--- config.mk ---
export PLATFORM = sky130hd
export DESIGN_NAME = alu_181_nibble_seq
export DESIGN_NICKNAME = d
export VERILOG_FILES = /design/src/rtl/alu_181_nibble_seq.sv
export SDC_FILE = /design/constraint.sdc
export NUM_CORES = 1
export LEC_CHECK = 0
export BUFFER_PORTS_ARGS = -buffer_cell sky130_fd_sc_hd__buf_2
export CORE_UTILIZATION = 40
export DETAILED_ROUTE_END_ITERATION = 16
export GPL_ROUTABILITY_DRIVEN = 0
export SYNTH_ARGS = -nofsm -noshare
export SYNTH_HDL_FRONTEND = slang
export SYNTH_SLANG_ARGS = --single-unit
--- constraint.sdc ---
create_clock -name clk -period 7 [get_ports clk]
set_input_delay 0.7 -clock clk [delete_from_list [all_inputs] [get_ports clk]]
set_output_delay 0.7 -clock clk [all_outputs]
set_load 0.01 [all_outputs]
--- src/rtl/alu_181_nibble_seq.sv ---
// rtl/alu_181_nibble_seq.sv - WIDTH-bit 74181-style ALU evaluated one 4-bit slice per clock
// Ripple carry between slices lives in carry_q; the final carry-out doubles as the chain carry.
module alu_181_nibble_seq #(
  parameter int WIDTH = 8
) (
  input  logic             clk,
  input  logic             rst,
  input  logic             ena,
  input  logic             start,
  input  logic             chain,
  input  logic [WIDTH-1:0] a,
  input  logic [WIDTH-1:0] b,
  input  logic [3:0]       s,
  input  logic             m,
  input  logic             cn,
  output logic [WIDTH-1:0] f,
  output logic             cn_out,
  output logic             aeqb,
  output logic             busy,
  output logic             done
);

  localparam int NIB = WIDTH / 4;
  localparam int IW  = (NIB > 1) ? $clog2(NIB) : 1;

  typedef enum logic {IDLE, RUN} state_t;

  state_t          state_q;
  logic [IW-1:0]   idx_q;
  logic            carry_q;
  logic            acc_q;
  logic [WIDTH-1:0] a_q, b_q, f_q;
  logic [3:0]      s_q;
  logic            m_q;
  logic            cn_out_q, aeqb_q, busy_q, done_q;

  logic [IW+1:0]    sh_d;
  logic [3:0]       a_nib_d, b_nib_d, p_d, g_d, nib_d;
  logic [4:0]       sum_d;
  logic             cn4_d, eq_d, last_d;
  logic [WIDTH-1:0] f_d;

  // The 74181 is an adder of two select-gated terms: F = P + G + Cin in arithmetic
  // mode and F = ~(P ^ G) in logic mode; Cn+4 comes from the same sum in both modes.
  always_comb begin
    sh_d    = {idx_q, 2'b00};
    a_nib_d = 4'(a_q >> sh_d);
    b_nib_d = 4'(b_q >> sh_d);
    p_d     = a_nib_d | (b_nib_d & {4{s_q[0]}}) | (~b_nib_d & {4{s_q[1]}});
    g_d     = (a_nib_d & b_nib_d & {4{s_q[3]}}) | (a_nib_d & ~b_nib_d & {4{s_q[2]}});
    sum_d   = {1'b0, p_d} + {1'b0, g_d} + {4'b0000, ~carry_q};
    nib_d   = m_q ? ~(p_d ^ g_d) : sum_d[3:0];
    cn4_d   = ~sum_d[4];
    eq_d    = &nib_d;
    f_d     = (f_q & ~(WIDTH'(4'hF) << sh_d)) | (WIDTH'(nib_d) << sh_d);
    last_d  = (idx_q == IW'(NIB - 1));
  end

  always_ff @(posedge clk or posedge rst) begin
    if (rst) begin
      state_q  <= IDLE;
      idx_q    <= '0;
      carry_q  <= 1'b1;
      acc_q    <= 1'b0;
      a_q      <= '0;
      b_q      <= '0;
      s_q      <= 4'h0;
      m_q      <= 1'b0;
      f_q      <= '0;
      cn_out_q <= 1'b1;
      aeqb_q   <= 1'b0;
      busy_q   <= 1'b0;
      done_q   <= 1'b0;
    end else if (ena) begin
      case (state_q)
        IDLE: begin
          done_q <= 1'b0;
          if (start) begin
            a_q     <= a;
            b_q     <= b;
            s_q     <= s;
            m_q     <= m;
            carry_q <= chain ? cn_out_q : cn;
            idx_q   <= '0;
            acc_q   <= 1'b1;
            busy_q  <= 1'b1;
            state_q <= RUN;
          end
        end
        RUN: begin
          f_q     <= f_d;
          carry_q <= cn4_d;
          acc_q   <= acc_q & eq_d;
          idx_q   <= idx_q + 1'b1;
          if (last_d) begin
            cn_out_q <= cn4_d;
            aeqb_q   <= acc_q & eq_d;
            busy_q   <= 1'b0;
            done_q   <= 1'b1;
            state_q  <= IDLE;
          end
        end
        default: state_q <= IDLE;
      endcase
    end
  end

  assign f      = f_q;
  assign cn_out = cn_out_q;
  assign aeqb   = aeqb_q;
  assign busy   = busy_q;
  assign done   = done_q;

endmodule

-- Yosys cells after proc, flatten, opt, wreduce, memory -nomap -nowiden
Cells that the tools add are included.
- input bits: 27
- register bits after elaboration: 37
- logic and storage cells: 63
- muxes and demuxes: 15
- reduce and logical (&&, ||, !) cells: 7
- $add $sub $neg: 3
- shift operators: 4
- eq/ne operators: 2
- bitwise operators: 19
- operators by type and width (cell ; number):
    AND 4 bit ; 6
    >> shifter 8 x 3 -> 4 bit ; 2
    OR 4 bit ; 3
    case mux 1 bit (2 select lines) ; 6
    AND reduction 3 bit ; 3
    AND 8 bit ; 1
    2-to-1 mux 1 bit ; 8
    NOT 4 bit ; 2
    NOT 8 bit ; 1
    OR 8 bit ; 1
    << shifter 4 x 3 -> 8 bit ; 1
    << shifter 4 x 3 -> 8 bit, first input constant ; 1
    AND reduction 2 bit ; 3
    adder 4 x 4 -> 5 bit ; 1
    adder 5 x 1 -> 5 bit ; 1
    2-to-1 mux 4 bit ; 1
    AND reduction 4 bit ; 1
    bitwise XOR 4 bit ; 1
    NOT 1 bit ; 3
    inequality test 2 x 1 -> 1 bit, second input constant ; 1
    inequality test 2 bit, second input constant ; 1
    adder 1 bit, second input constant ; 1
    AND 1 bit ; 1

-- Longest topological paths before layout
Gate-level depths: netlist of the first run.
- depth in word-level cells: 11
- mapped depth: 10

-- Least setup slack after synthesis of the first run
Ideal clock, no wire load.
- kind: reg-to-reg
- start: reg idx_q
- end: reg aeqb_q (netlist: aeqb)
- cell stages (with the launch flop): 11
- slack: 4.520 ns
- buffers on the path: 0
- setup time: 0.095 ns
- required time: 6.905 ns
- arrival: 2.384 ns
- cells stage by stage: dfrtp_1 > mux2i_1 > mux2i_1 > nand2_1 > fa_1 > inv_1 > fa_1 > nor2_1 > a22o_1 > nand3_1 > o31ai_1
- word-level cells in the longest chain between the ends: 10
- elaborated cells between the ends (all ways): 20
- classes of those cells: 2 x add/sub; 2 x shift; 1 x mux; 13 x bitwise; 2 x reduce/logical
- ends and longest elaborated chain (item ; RTL line ; RTL):
    from (decl) ; 29 ; logic [IW-1:0] idx_q;
    from (signal assigned) ; 94 ; idx_q <= idx_q + 1'b1;
    >> shifter 8 x 3 -> 4 bit ; 48 ; b_nib_d = 4'(b_q >> sh_d);
    NOT 4 bit ; 49, 50 ;
    AND 4 bit (2 in a row) ; 50 ; g_d = (a_nib_d & b_nib_d & {4{s_q[3]}}) | (a_nib_d & ~b_nib_d & {4{s_q[2]}});
    OR 4 bit ; 50 ;
    adder 4 x 4 -> 5 bit / bitwise XOR 4 bit (equally long branches) ; 51, 52 ;
    adder 5 x 1 -> 5 bit / NOT 4 bit (equally long branches) ; 51, 52 ;
    2-to-1 mux 4 bit ; 52 ; nib_d = m_q ? ~(p_d ^ g_d) : sum_d[3:0];
    AND reduction 4 bit ; 54 ; eq_d = &nib_d;
    AND 1 bit ; 97 ; aeqb_q <= acc_q & eq_d;
    to (signal assigned) ; 97 ;
    to (decl) ; 35 ; logic cn_out_q, aeqb_q, busy_q, done_q;
Parallel ways exist; a longest one is shown, timed or not.
A chain may end at the register's enable or synchronous reset.

-- Final worst setup path of the first run
Same ends and word-level chain as after synthesis.

==> results of run 1 <==
-- logic make-up (layout without fill, tap and decap cells) --
logic type / Yosys count / count (layout) / synth area share [%]
xor gates and xnor gates: 2 / 2 / 0.953
AOI/OAI and AO/OA: 22 / 22 / 7.15
buffers and inverters: 13 / 53 / 3.95
and+or+nand+nor: 36 / 36 / 8.58
muxes: 41 / 41 / 24.0
DFF: 37 / 37 / 50.5
adders and majority gates: 6 / 6 / 4.90
-- placed cells by master (no fill, tap or decap), drive strengths merged --
cell | netlist | layout
a211oi | 2 | 2
a21o | 1 | 1
a21oi | 4 | 4
a22o | 1 | 1
a31oi | 1 | 1
and2 | 1 | 1
buf | 6 | 39
clkbuf | 1 | 7
clkinv | 0 | 1
dfrtp | 35 | 35
dfstp | 2 | 2
fa | 2 | 2
ha | 4 | 4
inv | 6 | 6
mux2 | 24 | 24
mux2i | 17 | 17
nand2 | 20 | 20
nand2b | 2 | 2
nand3 | 2 | 2
nor2 | 9 | 9
nor2b | 2 | 2
o21ai | 11 | 11
o22ai | 1 | 1
o31ai | 1 | 1
xnor2 | 1 | 1
xor2 | 1 | 1
-- critical path, delay by kind of cell, from the launching register on --
kind	cells	cell delay, ns
fa+ha+maj	2	0.88
flops	1	0.72
mux	2	0.61
compound gates	2	0.32
simple gates	3	0.31
buf+inv	1	0.08
-- layout make-up --
cell class                 count  share of cell area (%)
sequential                    37                    43.1
multi-input combinational    107                    38.9
timing repair buffer          39                    9.19
clock buffer                   7                    4.48
tap                           52                    3.02
inverter                       6                    1.05
clock inverter                 1                   0.233
-- path summary, 6_finish.rpt --
kind	slack (ns)	from	cells past startpoint	end
min in group asynchronous	0.50	rst	3	async pin
worst min register to register	0.48	flop	2	flop
max in group asynchronous	6.15	rst	3	carry_q
worst max-delay path	3.99	idx_q	10	aeqb
worst max register to register	3.99	idx_q	10	aeqb
worst min-delay path	0.48	flop	2	flop
-- per-stage QoR --
step | cells | utilization [%] | hold slack (ns) | power, uW
2_1_floorplan | 157 | - | 0.479 | 849
6_report | 249 | 49.1 | 0.477 | 1140
3_3_place_gp | 241 | 46.8 | 0.457 | 958
5_1_grt | 249 | 49.1 | 0.505 | 1250
3_5_place_dp | 241 | 46.8 | 0.470 | 986
4_1_cts | 249 | 49.1 | 0.486 | 1150
-- routing by layer --
layer	GRT usage (%)	vias to the layer above	wire length, um
met5	0	-	0
met2	25.7	34	1650
met4	8.00	0	48
met3	3.78	8	163
met1	18.3	634	1410
li1	-	616	-
-- where the power goes --
group          total (uW)  internal, uW  leakage [uW]  switching, uW
logic                 564           280      0.000565            285
registers             410           325      0.000440           85.1
clock network         163          88.9     0.0000542           73.9
total                1140           694       0.00106            443
==> results.txt, run 1 <==
nets: 229
WP data arrival: 3.21 ns
Post-CTS Setup Bufs: 0
worst vdd ir: 0.195 mV
status: completed
initial core utilization: 41.9%
Fill cells: 430
Sequential Area: 928 um^2
share of layout cells above drive strength 1: 38.6%
CTS-repair resized insts: 0
worst endpoint required time: 7.20 ns
Final Hold Vio Count: 0
initial antenna violation count: 0
Syn Area/Cell: 11.7 um^2
Max clock buf depth: 2
Fmax achieved: 332 MHz
area of the multi-input gates: 837 um^2
CTS tree: yes
Max-Slew Margin vs Limit: 61.0%
Synth Instances: 157
Hold WC Path Type: reg2reg
CP peak stage delay: 0.72 ns
H-tree depth: 2
routed len/inst: 13.2 um
CTS Hold Bufs: 0
Post-synth EDFFs: 0
Fin Clk Skew: 0.00565 ns
Crit-path slowest cell: dfrtp_1
largest area contributor in the netlist: dfrtp_1
cell area after placement: 0.00205 mm^2
Synthesized Nets: 190
most frequent cell after synthesis: dfrtp_1
vias: 1292
Die Span X: 69.8 um
Setup WS post-layout: 3.99 ns
I/O pins: 39
#FFs+latches synth: 37
unrepaired setup endpoints after global routing: false
YS warnings: 0
kind of critical path: reg2reg
CP cell instances: mux2i_1, mux2i_1, nand2_1, fa_1, inv_1, fa_1, nor2_1, a22o_1, nand3_1, o31ai_1
post-synthesis async set-or-reset flop share: 100%
post-layout instance area: 0.00215 mm^2
Total Routing Usage GR: 15.4%
# rows: 24
dpl ws: 3.98 ns
Placeable Area: 0.00438 mm^2
Pleak: 0.00106 uW
register area share after synthesis: 50.5%
worst slew pin tran: 0.585 ns
Die Area: 0.00487 mm^2
crit end category: flop
height of the die: 69.8 um
PortBufs: 38
Setup crit start kind: flop
Max FO, Critical Path: 13
Synth top cells by count: dfrtp_1 (35), mux2_2 (24), nand2_1 (20), mux2i_1 (17), o21ai_0 (11)
TritonRoute pass-1 iters: 4
top_reg_cell synth: dfrtp_1
CTS Root Buffer Type: clkbuf_8
Slew Viols, Final: 0
post-synth top area share: 47.7%
count of final setup violators: 0
Max-Cap Viols: 0
pin count of the biggest net entering global routing: 38
Yosys cell types: 29
wire length of the first global-routing pass: 5870 um
grt total ovfl: 0
Mapped Area: 0.00184 mm^2
antenna-violating nets left: 0
Final HPWL DP: 2510 um
crit share post-route: 43.0%
DRC: 0
PD cells: 528 mW/mm^2
Num CTS Buffers: 5
clock slew at reported path FFs: 0.07 ns
Diodes inserted: 0
Clk Latency, worst-skew pair: 0.29 ns
post-route setup TNS: 0 ns
vias in the first global route: 1290
Clock Sinks: 37
ranking of synthesized cells by area: dfrtp_1 (48%), mux2_2 (15%), mux2i_1 (9.3%)
1st-iter DRT viols: 59
final wirelength: 3280 um
vias per std cell: 5.19
area grow syn2layout: 17.1%
post-route minimum period: 3.01 ns
Power figures use the tool's default switching activity.
==> run 2: changes to the inputs <==
Clock period 7 ns to 2.8 ns, I/O delays scaled along.
==> results.txt, run 2 (synthesis results as in run 1) <==
status: completed
initial core utilization: 41.9% (unchanged)
Diodes inserted: 0 (unchanged)
wire length of the first global-routing pass: 6080 um (+3.6%)
Fmax achieved: 386 MHz (+16%)
kind of critical path: reg2reg
crit share post-route: 92.6% (+50 points)
r2r setup slk: 0.21 ns (-3.79 ns)
final wirelength: 3440 um (+5.1%)
Max FO, Critical Path: 7 (-6)
routed len/inst: 13.7 um (+4.3%)
Design Power: 2930 uW (+160%)
Pint: 1800 uW (+160%)
Switch Pwr: 1130 uW (+160%)
Pleak: 0.00107 uW (+1.0%)
delay-heaviest family, CP: adder cells
Sequential Power Share: 34.5% (-1.6 points)
Placeable Area: 0.00438 mm^2 (unchanged)
worst endpoint required time: 3.00 ns (-4.20 ns)
Worst Reg-to-Reg Cells: 10 (unchanged)
PortBufs: 38 (unchanged)
Clock Sinks: 37 (unchanged)
RR Startpoint: idx_q
Clk network pwr share: 15.5% (+1.2 points)
unrepaired setup endpoints after global routing: false
Setup crit start kind: flop
share of layout cells above drive strength 1: 39.2% (+0.62 points)
CTS Hold Bufs: 0 (unchanged)
TritonRoute pass-1 iters: 4 (unchanged)
Crit path top cell by count: fa_1
Max-Slew Margin vs Limit: 66.0% (+5.0 points)
antenna-violating nets left: 0 (unchanged)
CP peak stage delay: 0.47 ns (-0.25 ns)
Crit-path slowest cell: fa_1
nets: 231 (+0.87%)
worst slew pin tran: 0.510 ns (-0.0753 ns)
Finished Layout Cells: 251 (+0.80%)
Worst R2R End: aeqb
commonest cells after routing, fill and taps aside: buf_2 (38), dfrtp_1 (35), mux2_2 (24), nand2_1 (20), mux2i_1 (16)
Post-CTS Setup Bufs: 0 (unchanged)
Num CTS Buffers: 5 (unchanged)
initial antenna violation count: 0 (unchanged)
height of the die: 69.8 um (unchanged)
post-route minimum period: 2.59 ns (-0.414 ns)
count of final setup violators: 0 (unchanged)
dpl cells: 243 (+0.83%)
commonest non-fill, non-tap cell in the layout: buf_2
Total Routing Usage GR: 16.2% (+0.78 points)
Die Span X: 69.8 um (unchanged)
Fin Clk Skew: 0.0103 ns (+0.00461 ns)
grt total ovfl: 0 (unchanged)
dpl ws: 0.169 ns (-3.81 ns)
crit end category: flop
Max clock buf depth: 2 (unchanged)
post-route setup TNS: 0 ns (unchanged)
# rows: 24 (unchanged)
Final Hold Vio Count: 0 (unchanged)
1st-iter DRT viols: 39 (-34%)
pin count of the biggest net entering global routing: 38 (unchanged)
WP data arrival: 2.79 ns (-0.42 ns)
Clk Latency, worst-skew pair: 0.29 ns (about the same)
Hold WC Path Type: in2async
CP Buf/Inv Count: 2 (+1)
vias: 1264 (-2.2%)
DRC: 0 (unchanged)
I/O pins: 39 (unchanged)
H-tree depth: 2 (unchanged)
clock slew at reported path FFs: 0.07 ns (about the same)
Logic pwr share: 50.0% (+0.4 points)
switch share: 38.7% (-0.33 points)
Die Area: 0.00487 mm^2 (unchanged)
Final Util: 49.7% (+0.66 points)
Slew Viols, Final: 0 (unchanged)
Setup WS post-layout: 0.207 ns (-3.79 ns)
area grow syn2layout: 18.7%
worst vdd ir: 0.498 mV (+160%)
vias in the first global route: 1334 (+3.4%)
CTS Root Buffer Type: clkbuf_8
Final HPWL DP: 2690 um (+7.0%)
Max-Cap Viols: 0 (unchanged)
CTS tree: yes
CP cell instances: buf_4, mux2i_1, nand2_1, fa_1, inv_1, fa_1, nor2_1, a22o_1, nand3_1, o31ai_1
PD cells: 1350 mW/mm^2 (+150%)
vias per std cell: 5.04 (-2.9%)
[run 2: repair_timing]
action / 4_1_cts / 5_1_grt
gates resized for setup: 0 / 1
endpoints found under the setup margin: 0 / 1
hold endpoints to repair: 0 / 0
[run 2: through the flow]
step                      area (um^2)  hold WS (ns)
after detailed placement         2070         0.407
final                            2180        0.0724
after CTS                        2180        0.0928
after global placement           2070         0.397
after floorplan                  1840         0.430
after global routing             2180         0.125
[run 2: how the worst max path moves through the flow]
stage,startpoint,end,slack (ns),depth (start not counted)
3_3_place_gp,idx_q,aeqb,0.30,10
3_5_place_dp,idx_q,aeqb,0.17,10
2_1_floorplan,idx_q,aeqb,0.32,10
5_1_grt,idx_q,aeqb,0.02,10
4_1_cts,idx_q,aeqb,0.15,10
6_report,idx_q,aeqb,0.21,10
[run 2: final cells by class]
type,instances,area (um^2)
Sequential cell,37,928
Inverter,6,22.5
Clock buffer,6,72.6
Fill cell,403,2200
Multi-Input combinational cell,107,841
Tap cell,52,65.1
Clock inverter,2,38.8
Timing Repair Buffer,41,213
[run 2: worst register-to-register path, stage by stage, from the launching register on]
cell	delay [ns]
dfrtp_1	0.38
buf_4	0.20
mux2i_1	0.29
nand2_1	0.15
fa_1	0.47
inv_1	0.08
fa_1	0.42
nor2_1	0.10
a22o_1	0.13
nand3_1	0.09
o31ai_1	0.20
[run 2: power by group through the flow]
| stage | combinational [uW] | clock, uW | sequential [uW] |
|---|---|---|---|
| final | 1470 | 455 | 1010 |
| after CTS | 1490 | 466 | 1010 |
| after global placement | 1420 | 0 | 998 |
| after detailed placement | 1480 | 0 | 1020 |
| after floorplan | 1130 | 0 | 990 |
| after global routing | 1690 | 500 | 1050 |
[run 2: per-layer routing]
layer | wire, um | up-vias | share of wire [%] | track usage [%]
met5 | 0 | - | 0 | 0
met4 | 53 | 0 | 1.5 | 6.89
met3 | 193 | 7 | 5.6 | 4.80
met2 | 1750 | 37 | 51 | 27.6
met1 | 1450 | 602 | 42 | 18.8
li1 | - | 618 | - | -
==> run 3: changes to the inputs <==
Settings changed: ABC_AREA set to 1.
==> results.txt, run 3 <==
worst vdd ir: 0.419 mV (-16%)
CTS Root Buffer Type: clkbuf_8
Fmax achieved: 402 MHz (+4.2%)
final wirelength: 3880 um (+13%)
Synthesized Nets: 263 (+38%)
TritonRoute pass-1 iters: 4 (unchanged)
Diodes inserted: 0 (unchanged)
dpl cells: 318 (+31%)
WP data arrival: 2.71 ns (-0.08 ns)
vias per std cell: 4.75 (-5.6%)
Setup crit start kind: flop
clock slew at reported path FFs: 0.07 ns (about the same)
CTS Hold Bufs: 0 (unchanged)
Clock Sinks: 37 (unchanged)
Max-Cap Viols: 0 (unchanged)
PortBufs: 38 (unchanged)
Worst Reg-to-Reg Cells: 13 (+3)
commonest cells after routing, fill and taps aside: nand2_1 (93), buf_2 (38), dfrtp_1 (35), inv_1 (29), o21ai_0 (17)
count of final setup violators: 0 (unchanged)
vias: 1550 (+23%)
wire length of the first global-routing pass: 6860 um (+13%)
worst slew pin tran: 0.753 ns (+0.243 ns)
Sequential Power Share: 33.3% (-1.2 points)
register area share after synthesis: 49.6% (-0.91 points)
# rows: 24 (unchanged)
vias in the first global route: 1495 (+12%)
Placeable Area: 0.00441 mm^2 (+0.68%)
Total Routing Usage GR: 17.8% (+1.6 points)
ranking of synthesized cells by area: dfrtp_1 (47%), nand2_1 (19%), inv_1 (5.8%)
Die Span X: 70.4 um (+0.89%)
Pint: 1600 uW (-11%)
Pleak: 0.00120 uW (+12%)
grt total ovfl: 0 (unchanged)
1st-iter DRT viols: 41 (+5.1%)
largest area contributor in the netlist: dfrtp_1
Slew Viols, Final: 0 (unchanged)
kind of critical path: reg2reg
Synth Instances: 230 (+46%)
height of the die: 70.4 um (+0.89%)
routed len/inst: 11.9 um (-13%)
Num CTS Buffers: 5 (unchanged)
H-tree depth: 2 (unchanged)
post-route setup TNS: 0 ns (unchanged)
initial core utilization: 42.4% (+0.48 points)
most frequent cell after synthesis: nand2_1
post-synth top area share: 46.8% (-0.86 points)
Yosys cell types: 26 (-10%)
initial antenna violation count: 0 (unchanged)
Clk network pwr share: 14.2% (-1.3 points)
share of layout cells above drive strength 1: 23.4% (-16 points)
Max FO, Critical Path: 5 (-2)
post-route minimum period: 2.49 ns (-0.105 ns)
Max-Slew Margin vs Limit: 49.7% (-16 points)
area grow syn2layout: 18.5%
Switch Pwr: 1300 uW (+14%)
switch share: 44.8% (+6.1 points)
antenna-violating nets left: 0 (unchanged)
unrepaired setup endpoints after global routing: false
crit end category: flop
Final Hold Vio Count: 0 (unchanged)
DRC: 0 (unchanged)
YS warnings: 0 (unchanged)
Post-synth EDFFs: 0 (unchanged)
pin count of the biggest net entering global routing: 32 (-16%)
Final HPWL DP: 2990 um (+11%)
Fin Clk Skew: 0.00392 ns (-0.00635 ns)
Final Util: 50.3% (+0.51 points)
Worst R2R End: acc_q
#FFs+latches synth: 37 (unchanged)
RR Startpoint: idx_q
Mapped Area: 0.00187 mm^2 (+1.8%)
Logic pwr share: 52.6% (+2.6 points)
Finished Layout Cells: 326 (+30%)
Clk Latency, worst-skew pair: 0.29 ns (about the same)
PD cells: 1310 mW/mm^2 (-2.8%)
nets: 306 (+32%)
Max clock buf depth: 2 (unchanged)
Die Area: 0.00496 mm^2 (+1.8%)
Syn Area/Cell: 8.14 um^2 (-30%)
Hold WC Path Type: in2async
I/O pins: 39 (unchanged)
crit share post-route: 88.9% (-3.7 points)
CTS tree: yes
commonest non-fill, non-tap cell in the layout: nand2_1
worst endpoint required time: 3.02 ns (+0.02 ns)
post-synthesis async set-or-reset flop share: 100% (unchanged)
Synth top cells by count: nand2_1 (93), dfrtp_1 (35), inv_1 (29), o21ai_0 (18), nor2_1 (9)
r2r setup slk: 0.31 ns (+0.10 ns)
status: completed
top_reg_cell synth: dfrtp_1
==> run 3: changes by cell type in the layout (fill, tap and decap cells not counted), sizes merged, moves of 3 or more <==
| cell | previous run | this run |
|---|---|---|
| mux2i | 17 | 1 |
| o211ai | 0 | 4 |
| nand2 | 20 | 93 |
| inv | 6 | 30 |
| o21ai | 11 | 26 |
| mux2 | 24 | 0 |
| nor2 | 9 | 12 |
==> run 3: stage by stage <==
stage | instance area [um^2] | worst slack (ns) | hold WS (ns) | total power [uW]
2_1_floorplan | 1870 | 0.346 | 0.397 | 2100
3_3_place_gp | 2120 | 0.269 | 0.449 | 2470
3_5_place_dp | 2120 | 0.205 | 0.448 | 2510
4_1_cts | 2220 | 0.193 | 0.141 | 2930
5_1_grt | 2220 | 0.0220 | 0.177 | 3220
6_report | 2220 | 0.311 | 0.109 | 2900
==> run 3: logic make-up (layout without fill, tap and decap cells) <==
logic type	Yosys count	count (layout)	synth area share [%]
simple gates	110	110	23.5
flops	37	37	49.6
compound gates	40	40	13.3
mux	1	1	0.535
buf+inv	36	80	8.29
fa+ha+maj	6	6	4.81
==> run 3: area by class of cell <==
type | count | area [um^2]
fill | 455 | 2200
sequential | 37 | 928
multi-input combinational | 157 | 791
timing repair buffer | 42 | 220
inverter | 30 | 113
clock buffer | 7 | 96.3
tap | 52 | 65.1
clock inverter | 1 | 5.00
==> run 3: critical path, cell delays in order (launching register included) <==
cell and delay, ns:
dfrtp_1 0.43, o21ai_1 0.25, nor2_1 0.07, a211oi_1 0.36, fa_1 0.26, inv_1 0.05
fa_1 0.42, inv_1 0.06, nand2_1 0.06, nand2_1 0.08, nand3_1 0.06, nor2_1 0.09
nand2_1 0.09, a21oi_1 0.13
==> run 3: repair_timing <==
action,4_1_cts,5_1_grt
endpoints found under the hold margin,0,0
gates resized for setup,0,1
buffers inserted,0,0
endpoints found under the setup margin,0,2
==> run 3: power groups by stage <==
stage               clock network, uW  logic, uW  registers (uW)
floorplan                           0       1130             974
global placement                    0       1510             961
detailed placement                  0       1540             975
CTS                               419       1540             965
global route                      449       1780             994
finish                            411       1520             964
==> run 3: how the worst max path moves through the flow <==
stage	slack, ns	cells after the start	end	startpoint
4_1_cts	0.19	13	acc_q	idx_q
3_5_place_dp	0.21	13	acc_q	idx_q
5_1_grt	0.02	13	acc_q	idx_q
2_1_floorplan	0.35	13	acc_q	idx_q
3_3_place_gp	0.27	13	acc_q	idx_q
6_report	0.31	13	acc_q	idx_q
==> run 3: per-layer routing <==
metal | track usage (%) | up-vias | wire length (um)
met5 | 0 | - | 0
met4 | 7.33 | 0 | 70
met3 | 4.18 | 7 | 140
met2 | 26.5 | 27 | 1690
met1 | 24.8 | 707 | 1980
li1 | - | 809 | -
